File: src/rtl/axi_arb_pkg.sv
// AXI4-Lite 2:1 arbiter shared types.
// State, owner encoding and channel widths.
package axi_arb_pkg;

  localparam int ADDR_W = 32;
  localparam int DATA_W = 32;
  localparam int STRB_W = 4;
  localparam int PROT_W = 3;

  typedef enum logic [2:0] {
    S_IDLE,
    S_RD_ADDR,
    S_RD_DATA,
    S_WR_REQ,
    S_WR_RESP
  } state_e;

  typedef enum logic [1:0] {
    OWN_M0   = 2'd0,
    OWN_M1   = 2'd1,
    OWN_NONE = 2'd2
  } owner_e;

  function automatic logic [1:0] owner_oh(owner_e o);
    unique case (o)
      OWN_M0:  return 2'b01;
      OWN_M1:  return 2'b10;
      default: return 2'b00;
    endcase
  endfunction

endpackage

File: src/rtl/axi_lite_arbiter_rr_pick2.sv
// Two-way request picker: round-robin on last owner,
// or master 0 always wins a tie when FIXED_PRIO is set.
module rr_pick2
  import axi_arb_pkg::*;
#(
  parameter int FIXED_PRIO = 0
) (
  input  logic [1:0] req_i,
  input  owner_e     last_owner_i,
  output logic [1:0] win_o
);

  always_comb begin
    win_o = req_i;
    if (req_i == 2'b11) begin
      if (FIXED_PRIO != 0 || last_owner_i != OWN_M0)
        win_o = 2'b01;
      else
        win_o = 2'b10;
    end
  end

endmodule

File: src/rtl/axi_lite_arbiter.sv
// Two-master to one-slave AXI4-Lite arbiter.
// One whole read or write owns the slave port until its response.
module axi_lite_arbiter
  import axi_arb_pkg::*;
#(
  parameter int FIXED_PRIO = 0
) (
  input  logic              clk,
  input  logic              rst,
  input  logic [ADDR_W-1:0] m0_ARdata,
  input  logic [ADDR_W-1:0] m0_AWdata,
  input  logic [DATA_W-1:0] m0_Wdata,
  input  logic [STRB_W-1:0] m0_Wstrb,
  input  logic [PROT_W-1:0] m0_ARprot,
  input  logic [PROT_W-1:0] m0_AWprot,
  input  logic              m0_ARvalid,
  input  logic              m0_AWvalid,
  input  logic              m0_Wvalid,
  input  logic              m0_RReady,
  input  logic              m0_Bready,
  output logic              m0_ARready,
  output logic              m0_AWready,
  output logic              m0_Wready,
  output logic              m0_Rvalid,
  output logic              m0_Bvalid,
  output logic [DATA_W-1:0] m0_Rdata,
  input  logic [ADDR_W-1:0] m1_ARdata,
  input  logic [ADDR_W-1:0] m1_AWdata,
  input  logic [DATA_W-1:0] m1_Wdata,
  input  logic [STRB_W-1:0] m1_Wstrb,
  input  logic [PROT_W-1:0] m1_ARprot,
  input  logic [PROT_W-1:0] m1_AWprot,
  input  logic              m1_ARvalid,
  input  logic              m1_AWvalid,
  input  logic              m1_Wvalid,
  input  logic              m1_RReady,
  input  logic              m1_Bready,
  output logic              m1_ARready,
  output logic              m1_AWready,
  output logic              m1_Wready,
  output logic              m1_Rvalid,
  output logic              m1_Bvalid,
  output logic [DATA_W-1:0] m1_Rdata,
  output logic [ADDR_W-1:0] s_ARdata,
  output logic [ADDR_W-1:0] s_AWdata,
  output logic [DATA_W-1:0] s_Wdata,
  output logic [STRB_W-1:0] s_Wstrb,
  output logic [PROT_W-1:0] s_ARprot,
  output logic [PROT_W-1:0] s_AWprot,
  output logic              s_ARvalid,
  output logic              s_AWvalid,
  output logic              s_Wvalid,
  output logic              s_RReady,
  output logic              s_Bready,
  input  logic              s_ARready,
  input  logic              s_AWready,
  input  logic              s_Wready,
  input  logic              s_Rvalid,
  input  logic              s_Bvalid,
  input  logic [DATA_W-1:0] s_Rdata,
  output logic [1:0]        grant,
  output logic              busy
);

  state_e state_q;
  owner_e owner_q;
  owner_e last_q;
  logic   aw_done_q;
  logic   w_done_q;

  logic [1:0] req;
  logic [1:0] win;

  assign req = {m1_ARvalid | m1_AWvalid,
                m0_ARvalid | m0_AWvalid};

  rr_pick2 #(
    .FIXED_PRIO(FIXED_PRIO)
  ) u_pick (
    .req_i       (req),
    .last_owner_i(last_q),
    .win_o       (win)
  );

  logic              ar_v, aw_v, w_v, r_rdy, b_rdy;
  logic [ADDR_W-1:0] ar_a, aw_a;
  logic [DATA_W-1:0] w_d;
  logic [STRB_W-1:0] w_s;
  logic [PROT_W-1:0] ar_p, aw_p;

  // Owner mux; everything reads as zero with no owner.
  always_comb begin
    ar_v  = 1'b0;
    aw_v  = 1'b0;
    w_v   = 1'b0;
    r_rdy = 1'b0;
    b_rdy = 1'b0;
    ar_a  = '0;
    aw_a  = '0;
    w_d   = '0;
    w_s   = '0;
    ar_p  = '0;
    aw_p  = '0;
    unique case (owner_q)
      OWN_M0: begin
        ar_v  = m0_ARvalid;
        aw_v  = m0_AWvalid;
        w_v   = m0_Wvalid;
        r_rdy = m0_RReady;
        b_rdy = m0_Bready;
        ar_a  = m0_ARdata;
        aw_a  = m0_AWdata;
        w_d   = m0_Wdata;
        w_s   = m0_Wstrb;
        ar_p  = m0_ARprot;
        aw_p  = m0_AWprot;
      end
      OWN_M1: begin
        ar_v  = m1_ARvalid;
        aw_v  = m1_AWvalid;
        w_v   = m1_Wvalid;
        r_rdy = m1_RReady;
        b_rdy = m1_Bready;
        ar_a  = m1_ARdata;
        aw_a  = m1_AWdata;
        w_d   = m1_Wdata;
        w_s   = m1_Wstrb;
        ar_p  = m1_ARprot;
        aw_p  = m1_AWprot;
      end
      default: ;
    endcase
  end

  logic in_ra, in_rd, in_wq, in_wr;
  assign in_ra = (state_q == S_RD_ADDR);
  assign in_rd = (state_q == S_RD_DATA);
  assign in_wq = (state_q == S_WR_REQ);
  assign in_wr = (state_q == S_WR_RESP);

  assign s_ARdata  = ar_a;
  assign s_AWdata  = aw_a;
  assign s_Wdata   = w_d;
  assign s_Wstrb   = w_s;
  assign s_ARprot  = ar_p;
  assign s_AWprot  = aw_p;
  assign s_ARvalid = in_ra & ar_v;
  assign s_AWvalid = in_wq & aw_v & ~aw_done_q;
  assign s_Wvalid  = in_wq & w_v & ~w_done_q;
  assign s_RReady  = in_rd & r_rdy;
  assign s_Bready  = in_wr & b_rdy;

  logic ar_rdy, aw_rdy, w_rdy, r_v, b_v;
  assign ar_rdy = in_ra & s_ARready;
  assign aw_rdy = in_wq & ~aw_done_q & s_AWready;
  assign w_rdy  = in_wq & ~w_done_q & s_Wready;
  assign r_v    = in_rd & s_Rvalid;
  assign b_v    = in_wr & s_Bvalid;

  logic sel0, sel1;
  assign sel0 = (owner_q == OWN_M0);
  assign sel1 = (owner_q == OWN_M1);

  assign m0_ARready = sel0 & ar_rdy;
  assign m0_AWready = sel0 & aw_rdy;
  assign m0_Wready  = sel0 & w_rdy;
  assign m0_Rvalid  = sel0 & r_v;
  assign m0_Bvalid  = sel0 & b_v;
  assign m0_Rdata   = (sel0 & in_rd) ? s_Rdata : '0;
  assign m1_ARready = sel1 & ar_rdy;
  assign m1_AWready = sel1 & aw_rdy;
  assign m1_Wready  = sel1 & w_rdy;
  assign m1_Rvalid  = sel1 & r_v;
  assign m1_Bvalid  = sel1 & b_v;
  assign m1_Rdata   = (sel1 & in_rd) ? s_Rdata : '0;

  assign grant = owner_oh(owner_q);
  assign busy  = (state_q != S_IDLE);

  logic ar_hs, r_hs, aw_hs, w_hs, b_hs;
  assign ar_hs = s_ARvalid & s_ARready;
  assign r_hs  = in_rd & s_Rvalid & r_rdy;
  assign aw_hs = s_AWvalid & s_AWready;
  assign w_hs  = s_Wvalid & s_Wready;
  assign b_hs  = in_wr & s_Bvalid & b_rdy;

  always_ff @(posedge clk) begin
    if (rst) begin
      state_q   <= S_IDLE;
      owner_q   <= OWN_NONE;
      last_q    <= OWN_M1;
      aw_done_q <= 1'b0;
      w_done_q  <= 1'b0;
    end else begin
      unique case (state_q)
        S_IDLE: begin
          if (win != 2'b00) begin
            owner_q <= win[0] ? OWN_M0 : OWN_M1;
            // Read wins over write from the same master.
            if (win[0] ? m0_ARvalid : m1_ARvalid)
              state_q <= S_RD_ADDR;
            else
              state_q <= S_WR_REQ;
          end
        end
        S_RD_ADDR: begin
          if (ar_hs) state_q <= S_RD_DATA;
        end
        S_RD_DATA: begin
          if (r_hs) begin
            state_q <= S_IDLE;
            last_q  <= owner_q;
            owner_q <= OWN_NONE;
          end
        end
        S_WR_REQ: begin
          if (aw_hs) aw_done_q <= 1'b1;
          if (w_hs)  w_done_q  <= 1'b1;
          if ((aw_done_q | aw_hs) & (w_done_q | w_hs))
            state_q <= S_WR_RESP;
        end
        S_WR_RESP: begin
          if (b_hs) begin
            state_q   <= S_IDLE;
            last_q    <= owner_q;
            owner_q   <= OWN_NONE;
            aw_done_q <= 1'b0;
            w_done_q  <= 1'b0;
          end
        end
        default: state_q <= S_IDLE;
      endcase
    end
  end

endmodule

File: config.mk
export PLATFORM = sky130hd
export DESIGN_NAME = axi_lite_arbiter
export DESIGN_NICKNAME = d
export VERILOG_FILES = /design/src/rtl/axi_arb_pkg.sv /design/src/rtl/axi_lite_arbiter_rr_pick2.sv /design/src/rtl/axi_lite_arbiter.sv
export SDC_FILE = /design/constraint.sdc
export NUM_CORES = 1
export LEC_CHECK = 0
export ABC_AREA = 1
export CAP_MARGIN = 20
export CORE_AREA = 8 8 167 169
export DETAILED_ROUTE_END_ITERATION = 10
export DIE_AREA = 0 0 175 177
export HOLD_SLACK_MARGIN = 0.08
export MAX_ROUTING_LAYER = met4
export REMOVE_ABC_BUFFERS = 1
export SLEW_MARGIN = 20
export SYNTH_ARGS = -nofsm -noshare
export SYNTH_HDL_FRONTEND = slang
export SYNTH_SLANG_ARGS = --single-unit
File: constraint.sdc
create_clock -name clk -period 1.39 [get_ports clk]
set_clock_uncertainty 0.2 [all_clocks]
set_input_delay 0.139 -clock clk [delete_from_list [all_inputs] [get_ports clk]]
set_output_delay 0.139 -clock clk [all_outputs]
set_load 0.05 [all_outputs]
==> results.toml <==
[power_and_ir_drop]
p_seq_share_pct = 2.5
powerDensity_nw_per_um2 = 1530
clock_power_share_pct = 2.9
power_uw = 17600
combPwrFrac_pct = 94.6
netSwitchingFraction_pct = 48.8
internal_power_uw = 9010
ir_drop_mv = 1.12
p_sw_uw = 8580
leakagePower_uw = 0.00481

[worst_setup_path]
critical_path_arrival_ps = 1550
cp.required_ps = 1050
start_kind = "flop"
path_cells = "nor2_4, buf_12, nand2_8, buf_12, nor2_4, buf_6, buf_12"
cp_top_family = "buffers and inverters"
crit_type = "reg2out"
worstPathMaxFanout = 9
cpPeakStageDelay_ps = 350
slowest_stage = "dfxtp_4"
end_kind = "output port"
cp_num_buf_inv = 4
path_common_cell = "buf_12"

[routing]
avgViaCountPerCell = 4.06
routedWlPerCell_um = 24.0
ant_nets = 0
dr.pass1.iters = 4
vias = 4921
finalWirelength_mm = 29.1
drcViolationCount = 0
drt_iter0_drc = 198

[status]
outcome = "complete, but fails checks"
violations = "negative setup slack"

[clock_tree]
cts.htree.levels = 1
cts_buffer_depth = 2
cts_buffers = 3
cts_tree = "yes"
root_buffer = "clkbuf_16"
clock_latency_ps = 230
clock_sinks = 9
clk_pin_slew_ps = 40

[timing]
fin_crit_ps = 1890
tightest_slew_ps = 344
relSlewSlack_pct = 77.1
hold_viol = 0
fin_hold_ws_ps = 240
finalMaxSlewViolations = 0
post-route-period-util_pct = 136
grt_setup_unrepaired = "true"
setup_viol = 197
fin_ws_ps = -504
timing.fmax_mhz = 528

[logic_synthesis]
syn_area_per_cell_um2 = 6.08
ys_seq_area_share_pct = 8.16
synthDistinctLibCells = 25
ys_warn_count = 0
ys_ff_latch = 9
synth_area_um2 = 2210
netlist_instances = 363

[finish]
area_delta_synth_final_pct = 420
drive_gt1_share_pct = 55.8
fin_util_pct = 45.1
final_nets = 1136
post-route-cell-area_um2 = 11500

[global_route]
overflow = 0
grt_pass1_wl_mm = 38.7
antenna_found_initial = 0
grt_max_degree = 34
grt_use_total_pct = 17.2
grt_pass1_vias = 5087

[die]
die_h_um = 177
die_w_um = 175
dieArea_um2 = 31000
num_rows = 59
start_util_pct = 8.67
pin_count = 449
core_um2 = 25500

[placement]
dpl_cell_area_um2 = 9340
gp_congestion = 0.855
hpwlAfterDp_mm = 22.8
port_buffers = 448

[hold_path]
hp-class = "reg2reg"

[run]
drv_cap = 0
-- power by group through the flow --
stage / Sequential, uW / Clock, uW / Combinational, uW
final: 441 / 512 / 16600
after global routing: 450 / 523 / 17100
after CTS: 436 / 510 / 15700
after detailed placement: 418 / 0 / 13600
after global placement: 414 / 0 / 13600
after floorplan: 430 / 0 / 6070
-- per-layer routing --
layer  vias up  global-route usage, %  wire length (um)
met4         0                   2.15               320
met1      2392                   21.1             11700
li1       2301                      -                 -
met2       214                   29.4             15100
met3        14                   3.84              1880
met5         -                      -                 0
-- logic make-up (layout without fill, tap and decap cells) --
group	Yosys count	count (layout)	share of synthesized area [%]
simple gates	151	151	30.5
compound gates	120	120	45.6
buf+inv	83	594	15.8
flops	9	9	8.16
other cells	0	2	0
-- repair_timing --
action                                  CTS  global route
resized for setup                       215            90
hold buffers                              0             0
pin swaps                                15            11
endpoints found under the setup margin  197           197
gates cloned                              8             3
buffers inserted                         17             9
-- area by class of cell --
cell class,instances,area [um^2]
Antenna cell,2,5.00
Tap cell,335,419
Fill cell,2256,14000
Multi-Input combinational cell,271,3060
Clock buffer,4,78.8
Inverter,54,216
Timing Repair Buffer,536,7520
Sequential cell,9,190
-- registers in the layout, summed over array words and instances, names as in the netlist --
register,flops
last_q,2
w_done_q,1
state_q,3
aw_done_q,1
owner_q,2
-- cells in the final DEF, fill, tap and decap left out, types with 8 or more instances in the layout --
| cell | n |
|---|---|
| a22o_1 | 14 |
| a22o_4 | 92 |
| buf_12 | 202 |
| buf_16 | 8 |
| buf_4 | 42 |
| buf_6 | 14 |
| clkdlybuf4s50_1 | 260 |
| inv_1 | 46 |
| nand2_1 | 26 |
| nand2_2 | 9 |
| nand3_1 | 11 |
| nor2_2 | 22 |
| nor2_4 | 56 |
-- Yosys cell counts, drive strengths merged --
library cell    n  share of area (%)
a21boi          1               0.34
a21oi          10                2.3
a22o          106                 42
buf            26                6.1
clkbuf          3               0.51
dfxtp           9                8.2
inv            54                9.2
nand2          40                7.6
nand3          16                3.9
nand4           3               0.85
nor2           86                 16
nor3            4                1.1
o211ai          2               0.68
o21ai           1               0.23
or2             2               0.57
-- stage by stage --
step	TNS, ps	worst slack, ps	cells
2_1_floorplan	-372780	-2720	334
5_1_grt	-94070	-565	1209
4_1_cts	-86340	-537	1197
3_5_place_dp	-58710	-466	1168
6_report	-85370	-504	1211
3_3_place_gp	-55370	-456	1168
-- worst min-delay path, stage by stage (launching register included) --
cell	delay, ps
dfxtp_1	300
nand2_1	60
nor2_1	40
-- final timing paths --
path                                start                 endpoint  slack (ps)  cells past startpoint
setup / recovery  owner_q[0]$_SDFFE_PP0P_             m0_Rdata[12]        -500                      7
hold / removal     last_q[1]$_SDFFE_PP0P_   last_q[1]$_SDFFE_PP0P_         240                      2
hold reg to reg    last_q[1]$_SDFFE_PP0P_   last_q[1]$_SDFFE_PP0P_         240                      2
setup reg to reg  owner_q[0]$_SDFFE_PP0P_  state_q[2]$_SDFFE_PP0P_        -400                     11
(Power assumes the default switching activity.)
